==> config.mk <==
export PLATFORM = sky130hd
export DESIGN_NAME = mac_seq_neuron
export DESIGN_NICKNAME = d
export VERILOG_FILES = /design/src/rtl/mac_seq_neuron.sv
export SDC_FILE = /design/constraint.sdc
export NUM_CORES = 1
export LEC_CHECK = 0
export BUFFER_PORTS_ARGS = -buffer_cell sky130_fd_sc_hd__buf_2
export CORE_MARGIN = 2
export CORE_UTILIZATION = 60
export DETAILED_ROUTE_END_ITERATION = 10
export GPL_TIMING_DRIVEN = 0
export HOLD_SLACK_MARGIN = 0.02
export PLACE_DENSITY = 0.82
export SETUP_SLACK_MARGIN = 0.2
export SLEW_MARGIN = 10
export SYNTH_ARGS = -nofsm -noshare
export SYNTH_HDL_FRONTEND = slang
export SYNTH_SLANG_ARGS = --single-unit
==> constraint.sdc <==
create_clock -name clk -period 5 [get_ports clk]
set_clock_uncertainty 0.2 [all_clocks]
set_input_delay 1 -clock clk [delete_from_list [all_inputs] [get_ports clk]]
set_output_delay 1 -clock clk [all_outputs]
set_load 0.02 [all_outputs]
==> src/rtl/mac_seq_neuron.sv <==
// mac_seq_neuron: streams x/w pairs into a wide accumulator seeded with the bias,
// then rescales, saturates or wraps, and holds the result until it is consumed.
module mac_seq_neuron #(
    parameter int SIGN_BIT   = 1,
    parameter int INTE_WIDTH = 1,
    parameter int FRAC_WIDTH = 2,
    parameter int N_INPUTS   = 4,
    parameter int GUARD_BITS = 4,
    parameter int SATURATE   = 1,
    localparam int W     = SIGN_BIT + INTE_WIDTH + FRAC_WIDTH,
    localparam int ACC_W = 2 * W + GUARD_BITS,
    localparam int CNT_W = $clog2(N_INPUTS + 1)
) (
    input  logic                clk,
    input  logic                rst,
    input  logic                start,
    input  logic signed [W-1:0] bias,
    input  logic                in_valid,
    output logic                in_ready,
    input  logic signed [W-1:0] x,
    input  logic signed [W-1:0] w,
    output logic                out_valid,
    input  logic                out_ready,
    output logic        [W-1:0] result,
    output logic                overflow,
    output logic                busy
);
    localparam int SW = ACC_W - FRAC_WIDTH;
    localparam logic signed [SW-1:0] S_MAX = SW'(2 ** (W - 1) - 1);
    localparam logic signed [SW-1:0] S_MIN = SW'(-(2 ** (W - 1)));

    typedef enum logic [1:0] {IDLE, ACCUM, DONE} state_t;

    state_t                    state_q, state_d;
    logic signed [ACC_W-1:0]   acc_q, acc_d, sum;
    logic        [CNT_W-1:0]   cnt_q, cnt_d;
    logic        [W-1:0]       res_q, res_d, res_sat;
    logic                      ovf_q, ovf_d;
    logic signed [2*W-1:0]     prod;
    logic signed [SW-1:0]      s;
    logic                      hi, lo, last;

    // Rescale is taken from the post-beat sum so the result lands on the last-beat edge.
    always_comb begin
        prod    = x * w;
        sum     = acc_q + {{(ACC_W - 2 * W){prod[2*W-1]}}, prod};
        s       = sum[ACC_W-1:FRAC_WIDTH];
        hi      = s > S_MAX;
        lo      = s < S_MIN;
        res_sat = (SATURATE != 0) ? (hi ? {1'b0, {(W - 1){1'b1}}} :
                                     lo ? {1'b1, {(W - 1){1'b0}}} : s[W-1:0]) : s[W-1:0];
        last    = cnt_q == CNT_W'(N_INPUTS - 1);
    end

    always_comb begin
        state_d = state_q;
        acc_d   = acc_q;
        cnt_d   = cnt_q;
        res_d   = res_q;
        ovf_d   = ovf_q;
        case (state_q)
            IDLE: if (start) begin
                acc_d   = {{(ACC_W - W){bias[W-1]}}, bias} << FRAC_WIDTH;
                cnt_d   = '0;
                state_d = ACCUM;
            end
            ACCUM: if (in_valid) begin
                acc_d = sum;
                cnt_d = cnt_q + CNT_W'(1);
                if (last) begin
                    res_d   = res_sat;
                    ovf_d   = hi | lo;
                    state_d = DONE;
                end
            end
            DONE: if (out_ready) state_d = IDLE;
            default: state_d = IDLE;
        endcase
    end

    always_ff @(posedge clk or posedge rst) begin
        if (rst) begin
            state_q <= IDLE;
            acc_q   <= '0;
            cnt_q   <= '0;
            res_q   <= '0;
            ovf_q   <= 1'b0;
        end else begin
            state_q <= state_d;
            acc_q   <= acc_d;
            cnt_q   <= cnt_d;
            res_q   <= res_d;
            ovf_q   <= ovf_d;
        end
    end

    assign in_ready  = state_q == ACCUM;
    assign out_valid = state_q == DONE;
    assign busy      = state_q != IDLE;
    assign result    = res_q;
    assign overflow  = ovf_q;
endmodule

### Word-level counts from Yosys, hierarchy flattened

Cells that the tools add are included.

* bits in registers: 22
* input port bits: 17
* output and inout port bits: 8
* word-level logic and storage cells: 37

* $add $sub $neg: 2
* multipliers: 1
* magnitude comparators: 2
* eq/ne operators: 7
* multiplexer cells: 13
* bitwise gates (word level): 1
* reduce and logical (&&, ||, !) cells: 6

Operators with widths (count)
* $mux 12: 2
* $pmux 12 s2: 1
* $add 12x12->12: 1
* $gt 10x4->1 const B: 1
* $lt 10x4->1 const B: 1
* $mul 4x4->8: 1
* $mux 2: 4
* $mux 4: 2
* $mux 3: 2
* $pmux 2 s3: 1
* $pmux 3 s2: 1
* $reduce_and 3->1: 2
* $ne 2x1->1 const B: 2
* $ne 2x2->1 const B: 2
* $reduce_and 4->1: 1
* $reduce_bool 2->1: 2
* $add 3x1->3 const B: 1
* $eq 3x2->1 const B: 1
* $eq 2x1->1 const B: 1
* $eq 2x2->1 const B: 1
* $logic_not 2->1: 1
* $or 1x1->1: 1

### Longest topological paths before layout

* word-level depth: 5
* mapped depth: 20
* depth with buffers taken out: 20

### Worst setup path after synthesis

Ideal clock, no wire load.

* kind: in2reg
* start: input x[0]
* end: register res_q[0], in the netlist result[0]
* library setup time: 0.121 ns
* arrival: 5.590 ns
* required time: 4.679 ns
* setup slack: -0.912 ns
* stages: 19
* buffers on the path: 0
* cells stage by stage: nand2b_1 -> fa_1 -> fa_1 -> fa_1 -> inv_1 -> ha_1 -> fa_1 -> a21o_2 -> a21oi_1 -> xnor2_2 -> ha_1 -> a21oi_1 -> inv_1 -> a211oi_1 -> o21ai_0 -> xnor2_2 -> o21ai_2 -> and2_1 -> o22a_1

* word-level cells in the longest chain between the ends: 5
* elaborated cells on any way between the ends: 6
* those cells by class: add/sub (1); mul (1); order compare (2); mux (2)

RTL lines
* from (decl): RTL line 20 `input logic signed [W-1:0] x,`
* $mul 4x4->8 (*): RTL line 45 `prod = x * w;`
* $add 12x12->12 (*): RTL line 46 `sum = acc_q + {{(ACC_W - 2 * W){prod[2*W-1]}}, prod};`
* $lt 10x4->1: RTL line 49 `lo = s < S_MIN;`
* $mux 4: RTL line 51 `lo ? {1'b1, {(W - 1){1'b0}}} : s[W-1:0]) : s[W-1:0];`
* $mux 4 (*): RTL line 50 `res_sat = (SATURATE != 0) ? (hi ? {1'b0, {(W - 1){1'b1}}} :`
* to (signal assigned): RTL line 92 `res_q <= res_d;`
* to (decl): RTL line 37 `logic [W-1:0] res_q, res_d, res_sat;`

Mark *: on every way between the ends. The rest lies on a longest branch, timed or not.
A chain may end at the register's enable or synchronous reset.

### Worst setup path in the final report

* start: input x[0]
* end: register res_q[2], in the netlist result[2]

Same word-level chain as after synthesis.

==> metrics.txt <==
CP startpoint kind primary input; Setup Crit Path Kind in2reg; Final Instance Count excl. Fillers 331; Least-Margin Pin Slew 813 ps; Post-synth EDFFs 0; Synth-to-Final Area Change 34.3%; first-pass iteration count of the detailed router 5; total grt overflow 0; Cells after Synth 240; Post-synth ARST share 1.00; routed len/inst 17.9 µm; Core Util, Final 0.849; Worst R2R Start acc_q[0]; count of input and output buffers 24; Max Cap Violations 0; length in cells of the worst reg-to-reg path 10; layout cell share with drive strength beyond 1 0.365; HPWL Detailed 3380 µm; Avg Inst Size Synth 8.93 µm²; Total GRT Usage 0.263; Cell variety after synth 47; Critical Path Most Common Cell fa_1; clock period minus final worst setup slack 5470 ps; Crit path required time 5020 ps; final RePlAce weighted congestion 0.811; CTS buffer count 3; synthesized flop and latch total 22; reg-to-reg slack, setup 1980 ps; sequential cell area 551 µm²; type of the tightest min-delay check reg2reg; setup TNS -2760 ps; Placed Instances 310; hold depth 1; number of diodes 0; Setup crit start x[0]; prevailing post-synth register cell dfrtp_1; hold path start state_q[1]; most common cell after layout, fill and taps aside nand2_1; worst-path fanout max 5; drt first-iter violations 90; RSZ-0062 raised after global routing yes; # fillers 180; register area share after synthesis 0.257; crit path DAT 5500 ps; initial antenna violation count 0; die area 4070 µm²; area of the multi-input gates 1830 µm²; Die Y 63.8 µm; Yosys warnings 0; CTS Buffer Depth 2; cell area after synthesis 2140 µm²; via count of the first global-routing pass 1884; failing checks negative setup slack; row cnt 21; CTS root buffer clkbuf_4; status finished, violations left; Clock Sinks 22; core area 3390 µm²; Slew Limit Headroom 0.458; CTS H-Tree Depth 1; largest net degree at the start of global routing 23; Fin Hold WS 315 ps; DRC viols 0; slowest CP cell fa_1; DRT antenna net count 0; max incr delay on CP 520 ps; die width 63.8 µm; Initial Util 0.632; syn nets 293; first-pass GRT wire length 8650 µm; final WL 5940 µm; worst-skew pair later-pin latency 320 ps; CTS clk-pin slew, worst paths 130 ps; Hold Fails Final Rpt 0; final setup fails 9; commonest cells after routing, fill and taps aside 23 x nand2_1, 22 x dfrtp_1, 20 x buf_2; element type at the critical path end register; FMAX 183 MHz; Vias/cell 5.97; max-slew violation count 0; IO Pins 25; CTS tree yes; final worst slack -475 ps; worst path cell trace buf_6 > nand2b_4 > fa_1 > fa_1 > fa_1 > inv_2 > ha_4 > fa_2 > a21o_2 > a21oi_4 > xnor2_4 > buf_12 > ha_4 > mux2_2 > a311oi_2 > o311a_1 > o21ai_2 > and2_1 > o22a_1; fin crit share 1.09; Nets 339; routed vias 1977
[critical path: cells and delay by family]
family          cells  cell delay (ps)
fa+ha+maj           6             2250
compound gates      6             1180
mux                 1              350
buf+inv             3              300
simple gates        2              290
xor+xnor            1              150
[state kept, by name (all words and copies together), names as in the netlist]
signal	flops
acc_q	12
result	4
overflow	1
cnt_q	3
state_q	2
[cells by family after synthesis]
group,Yosys count,share of synthesized area
AND/OR/NAND/NOR,81,0.184
AO/OA/AOI/OAI,60,0.184
XOR/XNOR,14,0.0747
adder cells (fa/ha/maj),36,0.245
buffers and inverters,25,0.0444
flip-flops,22,0.257
multiplexers,2,0.0105
[per-layer routing]
metal  global-route usage  vias to the layer above  part of all wire
li1                     -                      926                 -
met3               0.0106                       17             0.035
met2                0.468                       69              0.53
met1                0.356                      965              0.41
met5                    0                        -                 0
met4               0.0571                        0             0.022
[cell type report]
class | instances | share of cell area
Timing Repair Buffer | 41 | 0.0978
Clock inverter | 1 | 0.0104
Buffer | 6 | 0.0117
Inverter | 19 | 0.0257
Tap cell | 46 | 0.0200
Multi-Input combinational cell | 193 | 0.635
Sequential cell | 22 | 0.191
Clock buffer | 3 | 0.00783
[path summary, 6_finish.rpt]
kind / to
setup / recovery: result[2]
hold / removal: state_q[0]
setup reg to reg: overflow
hold reg to reg: state_q[0]
max in group asynchronous: acc_q[8]
min in group asynchronous: state_q[0]
[cells in the mapped netlist (2+ instances only)]
| cell type | n | share of area |
|---|---|---|
| ha_1 | 26 | 0.15 |
| o21ai_0 | 14 | 0.033 |
| a21o_2 | 2 | 0.0082 |
| and2_1 | 11 | 0.032 |
| xnor2_2 | 3 | 0.023 |
| mux2_2 | 2 | 0.011 |
| clkbuf_1 | 5 | 0.0088 |
| dfrtp_1 | 22 | 0.26 |
| fa_1 | 10 | 0.093 |
| nand2b_1 | 8 | 0.023 |
| nor2b_1 | 4 | 0.012 |
| a32o_1 | 2 | 0.0093 |
| o22ai_1 | 4 | 0.012 |
| a21o_1 | 4 | 0.014 |
| o22a_1 | 4 | 0.016 |
| nand3_1 | 4 | 0.0093 |
| nand2_1 | 27 | 0.047 |
| nand2_2 | 2 | 0.0058 |
| a21oi_1 | 14 | 0.033 |
| a31oi_1 | 2 | 0.0058 |
| a211oi_1 | 3 | 0.011 |
| nor2_1 | 16 | 0.028 |
| nor3_1 | 2 | 0.0047 |
| inv_1 | 18 | 0.032 |
| xnor2_1 | 9 | 0.037 |
[timing repair]
item	4_1_cts	5_1_grt
buffers inserted	12	5
pin swaps	21	26
endpoints found under the setup margin	11	12
hold buffers	0	0
gates resized for setup	43	27
[per-stage QoR]
step / worst slack [ps] / cell area (µm²)
after floorplan: -419 / 2170
after global placement: -857 / 2350
after detailed placement: -903 / 2350
after CTS: -372 / 2700
after global routing: -604 / 2880
final: -475 / 2880
Power is not shown: default switching activity piles up to over one toggle a cycle in this logic, so the estimate is an artifact.
